--- src/rtl/phase_detector_if.sv ---
// phase_detector_if: bundles the oscillator inputs and the controller-facing
// verdict outputs of the bang-bang phase/frequency detector.
//   master : the side that owns the oscillators and consumes the verdict
//   slave  : the phase detector itself
interface phase_detector_if #(
  parameter int CNT_W = 8
);
  logic             ref_in;
  logic             dco_in;
  logic             p_up;
  logic             p_down;
  logic             phase_clk;
  logic [CNT_W-1:0] phase_err;
  logic             dropped;

  modport master (
    output ref_in, dco_in,
    input  p_up, p_down, phase_clk, phase_err, dropped
  );

  modport slave (
    input  ref_in, dco_in,
    output p_up, p_down, phase_clk, phase_err, dropped
  );
endinterface

--- src/rtl/phase_detector.sv ---
// phase_detector: sampled bang-bang phase/frequency detector.
// Oversamples ref_in and dco_in on sample_clk, finds their rising edges,
// measures which one led and by how many sample cycles, and presents the
// verdict (p_up/p_down/phase_err) with a generated phase_clk strobe.
//
// Optional feature macro: PD_SYNC_EN
//   defined   : each input goes through a 2-flop synchronizer
//   undefined : each input goes through a single capture flop
module phase_detector #(
  parameter int CNT_W     = 8,
  parameter int DEAD_ZONE = 1,
  parameter int TIMEOUT   = 255,
  parameter int PULSE_W   = 4
) (
  input  logic           sample_clk,
  input  logic           reset,
  phase_detector_if.slave pd
);

  localparam logic [1:0] ST_IDLE   = 2'd0;
  localparam logic [1:0] ST_LAG    = 2'd1;  // reference edge came first
  localparam logic [1:0] ST_LEAD   = 2'd2;  // DCO edge came first
  localparam logic [1:0] ST_REPORT = 2'd3;

  localparam int RPT_W = $clog2(PULSE_W + 2);

  localparam logic [CNT_W-1:0] CNT_MAX   = {CNT_W{1'b1}};
  localparam logic [CNT_W-1:0] TIMEOUT_C = CNT_W'(TIMEOUT);
  localparam logic [CNT_W-1:0] DEAD_C    = CNT_W'(DEAD_ZONE);
  localparam logic [RPT_W-1:0] RPT_LAST  = RPT_W'(PULSE_W + 1);
  localparam logic [RPT_W-1:0] PULSE_END = RPT_W'(PULSE_W);

  logic ref_s;
  logic dco_s;
  logic ref_hist_q;
  logic dco_hist_q;
  logic ref_edge;
  logic dco_edge;

  logic [1:0]       state_q,   state_d;
  logic [CNT_W-1:0] cnt_q,     cnt_d;
  logic [RPT_W-1:0] rpt_q,     rpt_d;
  logic [CNT_W-1:0] cnt_inc;

  logic             enter_rpt;
  logic [CNT_W-1:0] err_d;
  logic             dir_up_d;
  logic             dir_dn_d;

  logic             p_up_q;
  logic             p_down_q;
  logic             phase_clk_q;
  logic [CNT_W-1:0] phase_err_q;
  logic             dropped_q;

`ifdef PD_SYNC_EN
  logic ref_meta_q;
  logic ref_sync_q;
  logic dco_meta_q;
  logic dco_sync_q;

  // Two-flop synchronizers for the asynchronous oscillator inputs.
  // NOTE: sequential state is always written with <= so every flop samples
  // the pre-edge value of its neighbours, as real flip-flops do.
  always_ff @(posedge sample_clk) begin
    if (reset) begin
      ref_meta_q <= 1'b0;
      ref_sync_q <= 1'b0;
      dco_meta_q <= 1'b0;
      dco_sync_q <= 1'b0;
    end else begin
      ref_meta_q <= pd.ref_in;
      ref_sync_q <= ref_meta_q;
      dco_meta_q <= pd.dco_in;
      dco_sync_q <= dco_meta_q;
    end
  end

  assign ref_s = ref_sync_q;
  assign dco_s = dco_sync_q;
`else
  logic ref_cap_q;
  logic dco_cap_q;

  // Single capture flop per input (inputs already synchronous to sample_clk).
  // NOTE: sequential state is always written with <= so every flop samples
  // the pre-edge value of its neighbours, as real flip-flops do.
  always_ff @(posedge sample_clk) begin
    if (reset) begin
      ref_cap_q <= 1'b0;
      dco_cap_q <= 1'b0;
    end else begin
      ref_cap_q <= pd.ref_in;
      dco_cap_q <= pd.dco_in;
    end
  end

  assign ref_s = ref_cap_q;
  assign dco_s = dco_cap_q;
`endif

  // History flops track the stage outputs in every state, so an edge that
  // arrives during REPORT is never re-detected later.
  always_ff @(posedge sample_clk) begin
    if (reset) begin
      ref_hist_q <= 1'b0;
      dco_hist_q <= 1'b0;
    end else begin
      ref_hist_q <= ref_s;
      dco_hist_q <= dco_s;
    end
  end

  assign ref_edge = ref_s & ~ref_hist_q;
  assign dco_edge = dco_s & ~dco_hist_q;
  assign cnt_inc  = cnt_q + 1'b1;

  // Measurement FSM: next state, counters and the verdict to latch on REPORT entry.
  always_comb begin
    // NOTE: every variable gets a default first so no path leaves it unassigned,
    // which would otherwise infer a latch.
    state_d   = state_q;
    cnt_d     = cnt_q;
    rpt_d     = rpt_q;
    enter_rpt = 1'b0;
    err_d     = '0;
    dir_up_d  = 1'b0;
    dir_dn_d  = 1'b0;

    case (state_q)
      ST_IDLE: begin
        cnt_d = '0;
        rpt_d = '0;
        if (ref_edge && dco_edge) begin
          enter_rpt = 1'b1;          // zero offset: no direction
        end else if (ref_edge) begin
          state_d = ST_LAG;
        end else if (dco_edge) begin
          state_d = ST_LEAD;
        end
      end

      ST_LAG: begin
        // A real DCO edge takes priority over a simultaneous second ref edge.
        if (dco_edge) begin
          enter_rpt = 1'b1;
          err_d     = cnt_inc;
          dir_dn_d  = 1'b1;
        end else if (ref_edge || (cnt_inc == TIMEOUT_C)) begin
          enter_rpt = 1'b1;
          err_d     = TIMEOUT_C;
          dir_dn_d  = 1'b1;
        end else begin
          cnt_d = (cnt_q == CNT_MAX) ? cnt_q : cnt_inc;
        end
      end

      ST_LEAD: begin
        if (ref_edge) begin
          enter_rpt = 1'b1;
          err_d     = cnt_inc;
          dir_up_d  = 1'b1;
        end else if (dco_edge || (cnt_inc == TIMEOUT_C)) begin
          enter_rpt = 1'b1;
          err_d     = TIMEOUT_C;
          dir_up_d  = 1'b1;
        end else begin
          cnt_d = (cnt_q == CNT_MAX) ? cnt_q : cnt_inc;
        end
      end

      ST_REPORT: begin
        // rpt_q: 0 = setup, 1..PULSE_W = strobe high, PULSE_W+1 = hold.
        if (rpt_q == RPT_LAST) begin
          state_d = ST_IDLE;
          rpt_d   = '0;
        end else begin
          rpt_d = rpt_q + 1'b1;
        end
      end

      default: begin
        state_d = ST_IDLE;
        cnt_d   = '0;
        rpt_d   = '0;
      end
    endcase

    if (enter_rpt) begin
      state_d = ST_REPORT;
      cnt_d   = '0;
      rpt_d   = '0;
    end
  end

  // State, measurement counter and REPORT sequencer registers.
  always_ff @(posedge sample_clk) begin
    if (reset) begin
      state_q <= ST_IDLE;
      cnt_q   <= '0;
      rpt_q   <= '0;
    end else begin
      state_q <= state_d;
      cnt_q   <= cnt_d;
      rpt_q   <= rpt_d;
    end
  end

  // Verdict outputs: loaded on REPORT entry and held until the next entry.
  always_ff @(posedge sample_clk) begin
    if (reset) begin
      p_up_q      <= 1'b0;
      p_down_q    <= 1'b0;
      phase_err_q <= '0;
    end else if (enter_rpt) begin
      p_up_q      <= dir_up_d && (err_d > DEAD_C);
      p_down_q    <= dir_dn_d && (err_d > DEAD_C);
      phase_err_q <= err_d;
    end
  end

  // Strobe and drop flag, registered from next-state so they are glitch-free.
  always_ff @(posedge sample_clk) begin
    if (reset) begin
      phase_clk_q <= 1'b0;
      dropped_q   <= 1'b0;
    end else begin
      phase_clk_q <= (state_d == ST_REPORT) && (rpt_d != '0) && (rpt_d <= PULSE_END);
      dropped_q   <= (state_q == ST_REPORT) && (ref_edge || dco_edge);
    end
  end

  assign pd.p_up      = p_up_q;
  assign pd.p_down    = p_down_q;
  assign pd.phase_clk = phase_clk_q;
  assign pd.phase_err = phase_err_q;
  assign pd.dropped   = dropped_q;

endmodule

--- src/flat_wrapper.sv ---
// flat-port wrapper written by rule: the top's interface ports become plain ports
module phase_detector_flat 
#(
  parameter int CNT_W     = 8,
  parameter int DEAD_ZONE = 1,
  parameter int TIMEOUT   = 255,
  parameter int PULSE_W   = 4
)
  (sample_clk, reset, pd_ref_in, pd_dco_in, pd_p_up, pd_p_down, pd_phase_clk, pd_phase_err, pd_dropped);
  phase_detector_if #(.CNT_W(CNT_W)) pd_i ();
  input  logic sample_clk;
  input  logic reset;
  input wire logic [$bits(pd_i.ref_in)-1:0] pd_ref_in;
  input wire logic [$bits(pd_i.dco_in)-1:0] pd_dco_in;
  output wire logic [$bits(pd_i.p_up)-1:0] pd_p_up;
  output wire logic [$bits(pd_i.p_down)-1:0] pd_p_down;
  output wire logic [$bits(pd_i.phase_clk)-1:0] pd_phase_clk;
  output wire logic [$bits(pd_i.phase_err)-1:0] pd_phase_err;
  output wire logic [$bits(pd_i.dropped)-1:0] pd_dropped;
  assign pd_i.ref_in = pd_ref_in;
  assign pd_i.dco_in = pd_dco_in;
  assign pd_p_up = pd_i.p_up;
  assign pd_p_down = pd_i.p_down;
  assign pd_phase_clk = pd_i.phase_clk;
  assign pd_phase_err = pd_i.phase_err;
  assign pd_dropped = pd_i.dropped;
  phase_detector #(.CNT_W(CNT_W), .DEAD_ZONE(DEAD_ZONE), .TIMEOUT(TIMEOUT), .PULSE_W(PULSE_W)) u_core (.sample_clk(sample_clk), .reset(reset), .pd(pd_i));
endmodule
--- config.mk ---
export PLATFORM = sky130hd
export DESIGN_NAME = phase_detector_flat
export DESIGN_NICKNAME = d
export VERILOG_FILES = /design/src/rtl/phase_detector_if.sv /design/src/rtl/phase_detector.sv /design/src/flat_wrapper.sv
export SDC_FILE = /design/constraint.sdc
export NUM_CORES = 1
export LEC_CHECK = 0
export ABC_CLOCK_PERIOD_IN_PS = 2140
export CORE_ASPECT_RATIO = 2
export CORE_MARGIN = 5
export CORE_UTILIZATION = 40
export DETAILED_ROUTE_END_ITERATION = 12
export PLACE_DENSITY = 0.72
export SLEW_MARGIN = 20
export SYNTH_ARGS = -nofsm -noshare
export SYNTH_HDL_FRONTEND = slang
export SYNTH_SLANG_ARGS = --single-unit
--- constraint.sdc ---
create_clock -name sample_clk -period 2.14 [get_ports sample_clk]
set_input_delay 0.428 -clock sample_clk [delete_from_list [all_inputs] [get_ports sample_clk]]
set_output_delay 0.428 -clock sample_clk [all_outputs]
set_load 0.005 [all_outputs]
# Yosys cells after proc, flatten, opt, wreduce, memory -nomap -nowiden

Index checks and enable logic that the tools add are counted.

Add/subtract/negate cells: 2
$mul: 0
Divide/modulo/power cells: 0
Order comparisons: 2
Equality and inequality tests: 11
Shift operators: 0
Muxes and demuxes: 28
Bitwise logic cells: 4
Reduce and logical (&&, ||, !) cells: 14

Operators with widths:

| kind                                                                             | number |
|---|---|
| 8-bit two-way mux                                                                | 9 |
| 8-bit case mux with 3 select lines                                               | 1 |
| 8-bit == test (second input constant)                                            | 2 |
| 8-bit case mux with 2 select lines                                               | 1 |
| 2-bit two-way mux                                                                | 5 |
| 8-bit by 1-bit adder with 8-bit output (second input constant)                   | 1 |
| 8-bit by 1-bit greater-than comparator with 1-bit output (second input constant) | 1 |
| 2-bit != test (second input constant)                                            | 4 |
| 1-bit two-way mux                                                                | 7 |
| 2-bit == test (second input constant)                                            | 3 |
| 1-bit logical AND                                                                | 6 |
| 3-bit two-way mux                                                                | 2 |
| 3-bit case mux with 2 select lines                                               | 1 |
| 3-bit nonzero test                                                               | 2 |
| 5-bit AND reduction                                                              | 1 |
| 2-bit case mux with 2 select lines                                               | 1 |
| 3-bit by 1-bit adder with 3-bit output (second input constant)                   | 1 |
| 3-bit == test (second input constant)                                            | 1 |
| 3-bit less-or-equal comparator (second input constant)                           | 1 |
| 1-bit logical OR                                                                 | 3 |
| 1-bit case mux with 3 select lines                                               | 1 |
| 1-bit bitwise AND                                                                | 2 |
| 2-bit by 1-bit == test with 1-bit output (second input constant)                 | 1 |
| 2-bit zero test                                                                  | 1 |
| 2 further kinds                                                                  | 3 |

Flip-flop bits (word level): 29
Bits in latches: 0
RAM bits: 0
Bits in read-only memories: 0
Logic and storage cells: 73
Memories kept: 0

# Depth between registers and ports, before layout

Gate-level depths: netlist of run 1.

Word-level depth: 10
Depth in mapped cells: 10

# Worst setup path after synthesis of run 1

Ideal clock, no wire load.

Kind: flip-flop to flip-flop
From: reg u_core.cnt_q[0]
To: reg u_core.phase_err_q[6] (netlist: u_core.pd.phase_err[6])
Arrival: 2.073 ns
Required time: 2.074 ns
Slack: 0.001 ns
Stages on the path, launching flop included: 11
Buffers on the path: 3
Clock period less this slack: 2.139 ns
Cells stage by stage: dfxtp_1 ha_1 buf_6 and4_4 and4b_1 o311a_2 o21ai_2 buf_6 buf_8 nand2_2 a21oi_2

Cells in the longest elaborated chain, start to end: 6
Elaborated cells between the ends (all ways): 14
Classes of those cells: add/sub: 1; eq/ne: 1; mux: 10; reduce/logical: 2

RTL lines:

| item                                                                                            | RTL line                                     | RTL |
|---|---|---|
| start, declared                                                                                 | phase_detector.sv:41                         | `logic [CNT_W-1:0] cnt_q, cnt_d;` |
| start signal, assigned                                                                          | phase_detector.sv:204                        | `cnt_q <= cnt_d;` |
| 8-bit by 1-bit adder with 8-bit output *                                                        | phase_detector.sv:116                        | `assign cnt_inc = cnt_q + 1'b1;` |
| 8-bit == test                                                                                   | phase_detector.sv:149, phase_detector.sv:163 |  |
| 1-bit logical OR, on equally long branches                                                      | phase_detector.sv:163, phase_detector.sv:149 |  |
| 1-bit two-way mux (tied with other cells)                                                       | phase_detector.sv:163                        | `end else if (dco_edge \|\| (cnt_inc == TIMEOUT_C)) begin` |
| 1-bit two-way mux (tied with other cells)                                                       | phase_detector.sv:159                        | `if (ref_edge) begin` |
| 1-bit case mux with 3 select lines / 8-bit case mux with 2 select lines (equally long branches) | phase_detector.sv:130                        | `case (state_q)` |
| end signal, assigned                                                                            | phase_detector.sv:218                        | `phase_err_q <= err_d;` |
| end, declared                                                                                   | phase_detector.sv:53                         | `logic [CNT_W-1:0] phase_err_q;` |

Every way passes the cells marked *; elsewhere a longest branch is shown, timed or not.
A chain may end at the register's enable or synchronous reset.

# Worst setup path in the final report of run 1

Ends and elaborated chain as after synthesis.

==> results.py, run 1 <==
metrics = {
    "floorplan": {
        "ios": 16,
        "fp.dieH_um": 101.3,
        "core_area_um2": 4088,
        "die_area_um2": 5636,
        "die_w_um": 55.64,
        "initial_utilization_pct": 40.77,
        "rows": 33,
    },
    "sta": {
        "relSlewSlack_pct": 69.78,
        "finalSetupViolCount": 0,
        "worst_pin_slew_ns": 0.4512,
        "fin_tns_setup_ns": 0,
        "hold_slack_ns": 0.4762,
        "fin_skew_ns": 0.003985,
        "fin_ws_ns": 0.08428,
        "max_freq_mhz": 486.4,
        "hold_viol": 0,
        "drv_slew": 0,
        "finalCriticalPeriod_ns": 2.056,
        "fin_crit_sh_pct": 96.06,
    },
    "clocking": {
        "clk_path_buf_depth": 2,
        "clk_pin_slew_ns": 0.06,
        "root_buffer": "clkbuf_8",
        "cts-hold-fix-buffers": 0,
        "cts_made_buffers": 5,
        "cts_tree": "yes",
        "htreeDepth": 2,
        "cts.sinks": 29,
        "cts_setup_buffers": 0,
        "clkLatencyLatePin_ns": 0.28,
    },
    "setup_path": {
        "startpoint_type": "register",
        "crit_type": "reg2reg",
        "critical-path-top-delay-family": "simple AND/OR/NAND/NOR gates",
        "cpMaxStageDelayCell": "or3b_1",
        "crit_required_ns": 2.36,
        "path_max_fanout": 6,
        "crit_path_max_incr_delay_ns": 0.36,
        "crit_buf_inv": 3,
        "crit_chain": "buf_4 > inv_1 > ha_1 > nand3_1 > nor2_1 > o311a_4 > o21ai_4 > buf_4 > or3b_1 > a21oi_2",
        "cpMostUsedCell": "buf_4",
        "worst_setup_path_end_kind": "register",
        "arrival_ns": 2.28,
    },
    "global_routing": {
        "grt-ovfl-total": 0,
        "grt_pass1_wl_um": 6720,
        "grt_max_degree": 17,
        "grt_pass1_vias": 1507,
        "gr-usage-all-layers_pct": 15.44,
        "antenna_found_initial": 0,
    },
    "finish": {
        "syn2layout_area_growth_pct": 22.45,
        "mostFrequentLayoutCells": "dfxtp_1 (29), a21oi_1 (18), clkdlybuf4s50_1 (15), buf_4 (15)",
        "final_net_count": 231,
        "final_common_cell": "dfxtp_1",
        "fin_area_um2": 2041,
        "diodes": 0,
        "drive_gt1_share_pct": 16.22,
    },
    "route": {
        "drt_iter0_drc": 36,
        "vias_per_cell": 5.540,
        "routed_wl_um": 4051,
        "drt_pass1_iterations": 4,
        "wl_per_cell_um": 14.78,
        "drc": 0,
        "ant_nets": 0,
        "via_count": 1518,
    },
    "synth": {
        "netlist_area_um2": 1667,
        "yosysSeqAreaShare_pct": 34.83,
        "synth_edf_count": 0,
        "synth.distinct_cells": 49,
        "ys_seq_elements": 29,
        "syn-num-nets": 204,
        "syn_inst": 194,
        "ys_dominant_reg_cell": "dfxtp_1",
        "ys.warnings.count": 0,
        "syn_area_per_cell_um2": 8.591,
        "synthArstFlopShare_pct": 0,
    },
    "placed_design": {
        "numPortBuffers": 15,
        "dpl.hpwl_um": 3130,
        "gp_congestion": 0.8963,
        "post-place-ws_ns": 0.07108,
        "place_area_um2": 1933,
    },
    "min_path": {
        "min_path_type": "reg2reg",
    },
    "outcome": {
        "run_status": "finished, final reports clean",
    },
    "power": {
        "leakagePower_nw": 0.7427,
        "cellPowerDensity_nw_per_um2": 954.7,
        "ir_drop_uv": 390.9,
    },
    "run": {
        "drv_cap": 0,
    },
}
-- registers in the layout, indices dropped and copies added (netlist names), 2 cells and up --
register and flops:
u_core.cnt_q 8, u_core.pd.phase_err 8, u_core.rpt_q 3, u_core.state_q 2
-- per-stage QoR --
| step | utilization (%) | power (mW) | std cells |
|---|---|---|---|
| after floorplan | - | 1.223 | 194 |
| after global placement | 47.29 | 1.507 | 266 |
| after detailed placement | 47.29 | 1.514 | 266 |
| after CTS | 49.25 | 1.948 | 274 |
| after global routing | 49.92 | 2.082 | 274 |
| final | 49.92 | 1.948 | 274 |
-- final timing paths --
kind / depth (start not counted) / start / end / slack (ns)
setup reg to reg: 10 / u_core.cnt_q[0]$_SDFFE_PP0P_ / u_core.pd.phase_err[6]$_SDFFE_PP0P_ / 0.08
hold / removal: 2 / u_core.pd.phase_err[6]$_SDFFE_PP0P_ / u_core.pd.phase_err[6]$_SDFFE_PP0P_ / 0.48
setup / recovery: 10 / u_core.cnt_q[0]$_SDFFE_PP0P_ / u_core.pd.phase_err[6]$_SDFFE_PP0P_ / 0.08
hold reg to reg: 2 / u_core.pd.phase_err[6]$_SDFFE_PP0P_ / u_core.pd.phase_err[6]$_SDFFE_PP0P_ / 0.48
-- worst min-delay path: stages (launching register included) --
cell	delay, ns
dfxtp_1	0.33
nand2_2	0.06
a21oi_2	0.04
-- timing repair --
action	4_1_cts	5_1_grt
endpoints found under the setup margin	0	21
endpoints found under the hold margin	0	0
gates resized for setup	0	5
-- final cells by class --
| class | instances | area [µm²] |
|---|---|---|
| fillers | 382 | 2047 |
| multi-input cells | 151 | 1030 |
| inverters | 3 | 11.26 |
| flip-flops and latches | 29 | 580.6 |
| repair buffers | 31 | 274.0 |
| well taps | 52 | 65.06 |
| clock buffers | 8 | 80.08 |
-- where the power goes --
part,leakage (nW),switching [mW],internal (mW)
logic,0.468,0.549,0.363
clock network,0.0395,0.193,0.230
registers,0.235,0.0328,0.579
total,0.743,0.775,1.17
-- cell families after synthesis --
kind of cell	after synthesis	synth area share, %
AOI/OAI and AO/OA	55	22.60
xor gates and xnor gates	8	4.204
adders and majority gates	6	4.504
buffers and inverters	14	4.804
DFF	29	34.84
muxes	1	0.6006
and+or+nand+nor	81	28.45
-- synth_stat cells, drive strengths merged, types with 3 or more instances --
| cell type | n | area share (%) |
|---|---|---|
| a32oi | 3 | 1.6 |
| nand2b | 5 | 1.9 |
| o21ai | 7 | 2.3 |
| xnor2 | 6 | 3.2 |
| o31ai | 8 | 3.6 |
| nand3b | 9 | 4.1 |
| nor2 | 14 | 3.2 |
| a21bo | 3 | 1.8 |
| a22o | 3 | 1.6 |
| and3 | 3 | 1.1 |
| dfxtp | 29 | 35 |
| nor3 | 3 | 1.2 |
| nand2 | 15 | 3.5 |
| a21oi | 20 | 6.2 |
| clkbuf | 5 | 1.1 |
| nor2b | 9 | 3.4 |
| nand3 | 9 | 2.7 |
| buf | 6 | 3.0 |
| ha | 6 | 4.5 |
| inv | 3 | 0.68 |
| nand4b | 3 | 1.6 |
| a22oi | 3 | 1.4 |
-- per-layer routing --
| layer | track usage (%) | part of all wire, % | up-vias |
|---|---|---|---|
| met5 | 0 | 0 | - |
| met4 | 11.99 | 4.9 | 0 |
| met3 | 4.337 | 3.8 | 15 |
| met2 | 28.92 | 55 | 36 |
| met1 | 13.48 | 36 | 710 |
| li1 | - | - | 757 |
Note: power is estimated with default switching activity, not from simulation.
==> run 2, diff against run 1 <==
--- a/config.mk
+++ b/config.mk
@@ -9,6 +9,7 @@
 export CORE_ASPECT_RATIO = 2
 export CORE_MARGIN = 5
 export CORE_UTILIZATION = 40
+export CTS_CLUSTER_SIZE = 8
 export DETAILED_ROUTE_END_ITERATION = 12
 export PLACE_DENSITY = 0.72
 export SLEW_MARGIN = 20
==> results of run 2 <==
Same layout as run 1: the final DEF is identical, and so are final timing and power.
==> run 3, diff against run 2 <==
--- a/config.mk
+++ b/config.mk
@@ -11,6 +11,7 @@
 export CORE_UTILIZATION = 40
 export CTS_CLUSTER_SIZE = 8
 export DETAILED_ROUTE_END_ITERATION = 12
+export MAX_ROUTING_LAYER = met4
 export PLACE_DENSITY = 0.72
 export SLEW_MARGIN = 20
 export SYNTH_ARGS = -nofsm -noshare
==> run 3 against run 2 <==
Effect of this change: sequential cell count did not move; worst setup slack got worse by 0.0052 ns; clock skew barely moved; largest power group unchanged; count of clock-buffer cells in the layout stayed put; critical path depth unchanged; critical path type unchanged; clock power barely moved; fmax down 0.25%.
==> results.py, run 3 (synthesized netlist as in run 1, its figures left out) <==
metrics = {
    "outcome": {
        "run_status": "finished, final reports clean",
    },
    "floorplan": {
        "die_w_um": 55.64,
        "ios": 16,
        "initial_utilization_pct": 40.77,
        "core_area_um2": 4088,
        "die_area_um2": 5636,
        "fp.dieH_um": 101.3,
        "rows": 33,
    },
    "setup_path": {
        "path_max_fanout": 6,
        "worst_setup_path_end_kind": "register",
        "crit_path_max_incr_delay_ns": 0.36,
        "crit_required_ns": 2.36,
        "rr_startpoint": "u_core.cnt_q[0]$_SDFFE_PP0P_",
        "crit_chain": "buf_4 > inv_1 > ha_1 > nand3_1 > nor2_1 > o311a_4 > o21ai_4 > buf_4 > or3b_1 > a21oi_2",
        "worstRegToRegCells": 10,
        "cpMostUsedCell": "buf_4",
        "r2r_end": "u_core.pd.phase_err[6]$_SDFFE_PP0P_",
        "r2r_setup_slack_ns": 0.08,
        "startpoint_type": "register",
        "cpMaxStageDelayCell": "or3b_1",
        "crit_type": "reg2reg",
        "arrival_ns": 2.29,
    },
    "run": {
        "drv_cap": 0,
    },
    "global_routing": {
        "grt_pass1_wl_um": 6720,
        "grt_max_degree": 17,
        "grt_pass1_vias": 1508,
        "antenna_found_initial": 0,
        "grt-ovfl-total": 0,
        "gr-usage-all-layers_pct": 15.90,
    },
    "clocking": {
        "clkLatencyLatePin_ns": 0.28,
        "cts-hold-fix-buffers": 0,
        "clk_path_buf_depth": 2,
        "cts_tree": "yes",
        "cts.repair.resized": 0,
        "cts_setup_buffers": 0,
        "htreeDepth": 2,
        "clk_pin_slew_ns": 0.06,
        "cts.sinks": 29,
        "root_buffer": "clkbuf_8",
        "cts_made_buffers": 5,
    },
    "min_path": {
        "min_path_type": "reg2reg",
        "min_path_cells": 2,
        "min-delay-start": "u_core.pd.phase_err[6]$_SDFFE_PP0P_",
        "hold_path_end": "u_core.pd.phase_err[6]$_SDFFE_PP0P_",
    },
    "finish": {
        "syn2layout_area_growth_pct": 22.45,
        "diodes": 0,
        "final_util_pct": 49.92,
        "drive_gt1_share_pct": 16.22,
        "mostFrequentLayoutCells": "dfxtp_1 (29), a21oi_1 (18), clkdlybuf4s50_1 (15), buf_4 (15)",
        "final_common_cell": "dfxtp_1",
        "final_net_count": 231,
        "fin_area_um2": 2041,
    },
    "sta": {
        "fin_crit_sh_pct": 96.30,
        "finalSetupViolCount": 0,
        "fin_skew_ns": 0.003995,
        "worst_pin_slew_ns": 0.4539,
        "max_freq_mhz": 485.2,
        "drv_slew": 0,
        "relSlewSlack_pct": 69.61,
        "hold_slack_ns": 0.4767,
        "hold_viol": 0,
        "fin_ws_ns": 0.07909,
        "finalCriticalPeriod_ns": 2.061,
    },
    "power": {
        "p_total_mw": 1.952,
        "ir_drop_uv": 390.0,
        "leakagePower_nw": 0.7427,
        "cellPowerDensity_nw_per_um2": 956.5,
    },
    "route": {
        "drt_pass1_iterations": 4,
        "ant_nets": 0,
        "via_count": 1529,
        "routed_wl_um": 4049,
        "drc": 0,
        "drt_iter0_drc": 34,
        "vias_per_cell": 5.580,
        "wl_per_cell_um": 14.78,
    },
    "placed_design": {
        "post-place-ws_ns": 0.07108,
        "numPortBuffers": 15,
        "gp_congestion": 0.9115,
        "dpl.hpwl_um": 3130,
        "place_area_um2": 1933,
    },
}
## run 3: cell counts in the layout (fill, tap and decap cells not counted)
No cell type changed its count.
## run 3: cell type report
class	count	area, µm²
Tap cell	52	65.06
Inverter	3	11.26
Clock buffer	8	80.08
Sequential cell	29	580.6
Fill cell	382	2047
Multi-Input combinational cell	151	1030
Timing Repair Buffer	31	274.0
## run 3: through the flow
| step | TNS, ns | std cells |
|---|---|---|
| 2_1_floorplan | 0 | 194 |
| 3_3_place_gp | 0 | 266 |
| 3_5_place_dp | 0 | 266 |
| 4_1_cts | 0 | 274 |
| 5_1_grt | -0.002570 | 274 |
| 6_report | 0 | 274 |
## run 3: report_power, final
group	switching (mW)	internal [mW]	total (mW)
clock network	0.196	0.230	0.426
logic	0.550	0.363	0.913
registers	0.0329	0.579	0.612
## run 3: critical path, delay by kind of cell (launching register included)
kind	cells	cell delay (ns)
compound gates	3	0.45
fa+ha+maj	1	0.16
buf+inv	3	0.40
simple gates	3	0.67
flops	1	0.31
## run 3: worst max-delay path by stage
stage,cells past startpoint,startpoint,slack [ns],endpoint
2_1_floorplan,10,u_core.cnt_q[0]$_SDFFE_PP0P_,0.0008,u_core.pd.phase_err[6]$_SDFFE_PP0P_
3_3_place_gp,8,u_core.cnt_q[0]$_SDFFE_PP0P_,0.11,u_core.rpt_q[1]$_SDFF_PP0_
3_5_place_dp,8,u_core.cnt_q[0]$_SDFFE_PP0P_,0.07,u_core.cnt_q[0]$_SDFFE_PP0P_
4_1_cts,8,u_core.cnt_q[0]$_SDFFE_PP0P_,0.05,u_core.cnt_q[0]$_SDFFE_PP0P_
5_1_grt,10,u_core.cnt_q[0]$_SDFFE_PP0P_,-0.003,u_core.pd.phase_err[6]$_SDFFE_PP0P_
6_report,10,u_core.cnt_q[0]$_SDFFE_PP0P_,0.08,u_core.pd.phase_err[6]$_SDFFE_PP0P_
## run 3: per-layer routing
metal  wire, µm  track usage [%]  up-vias
met4        218            11.99        0
met1       1450            13.48      712
li1           -                -      759
met3        170            4.337       16
met5          0                -        -
met2       2209            28.92       42
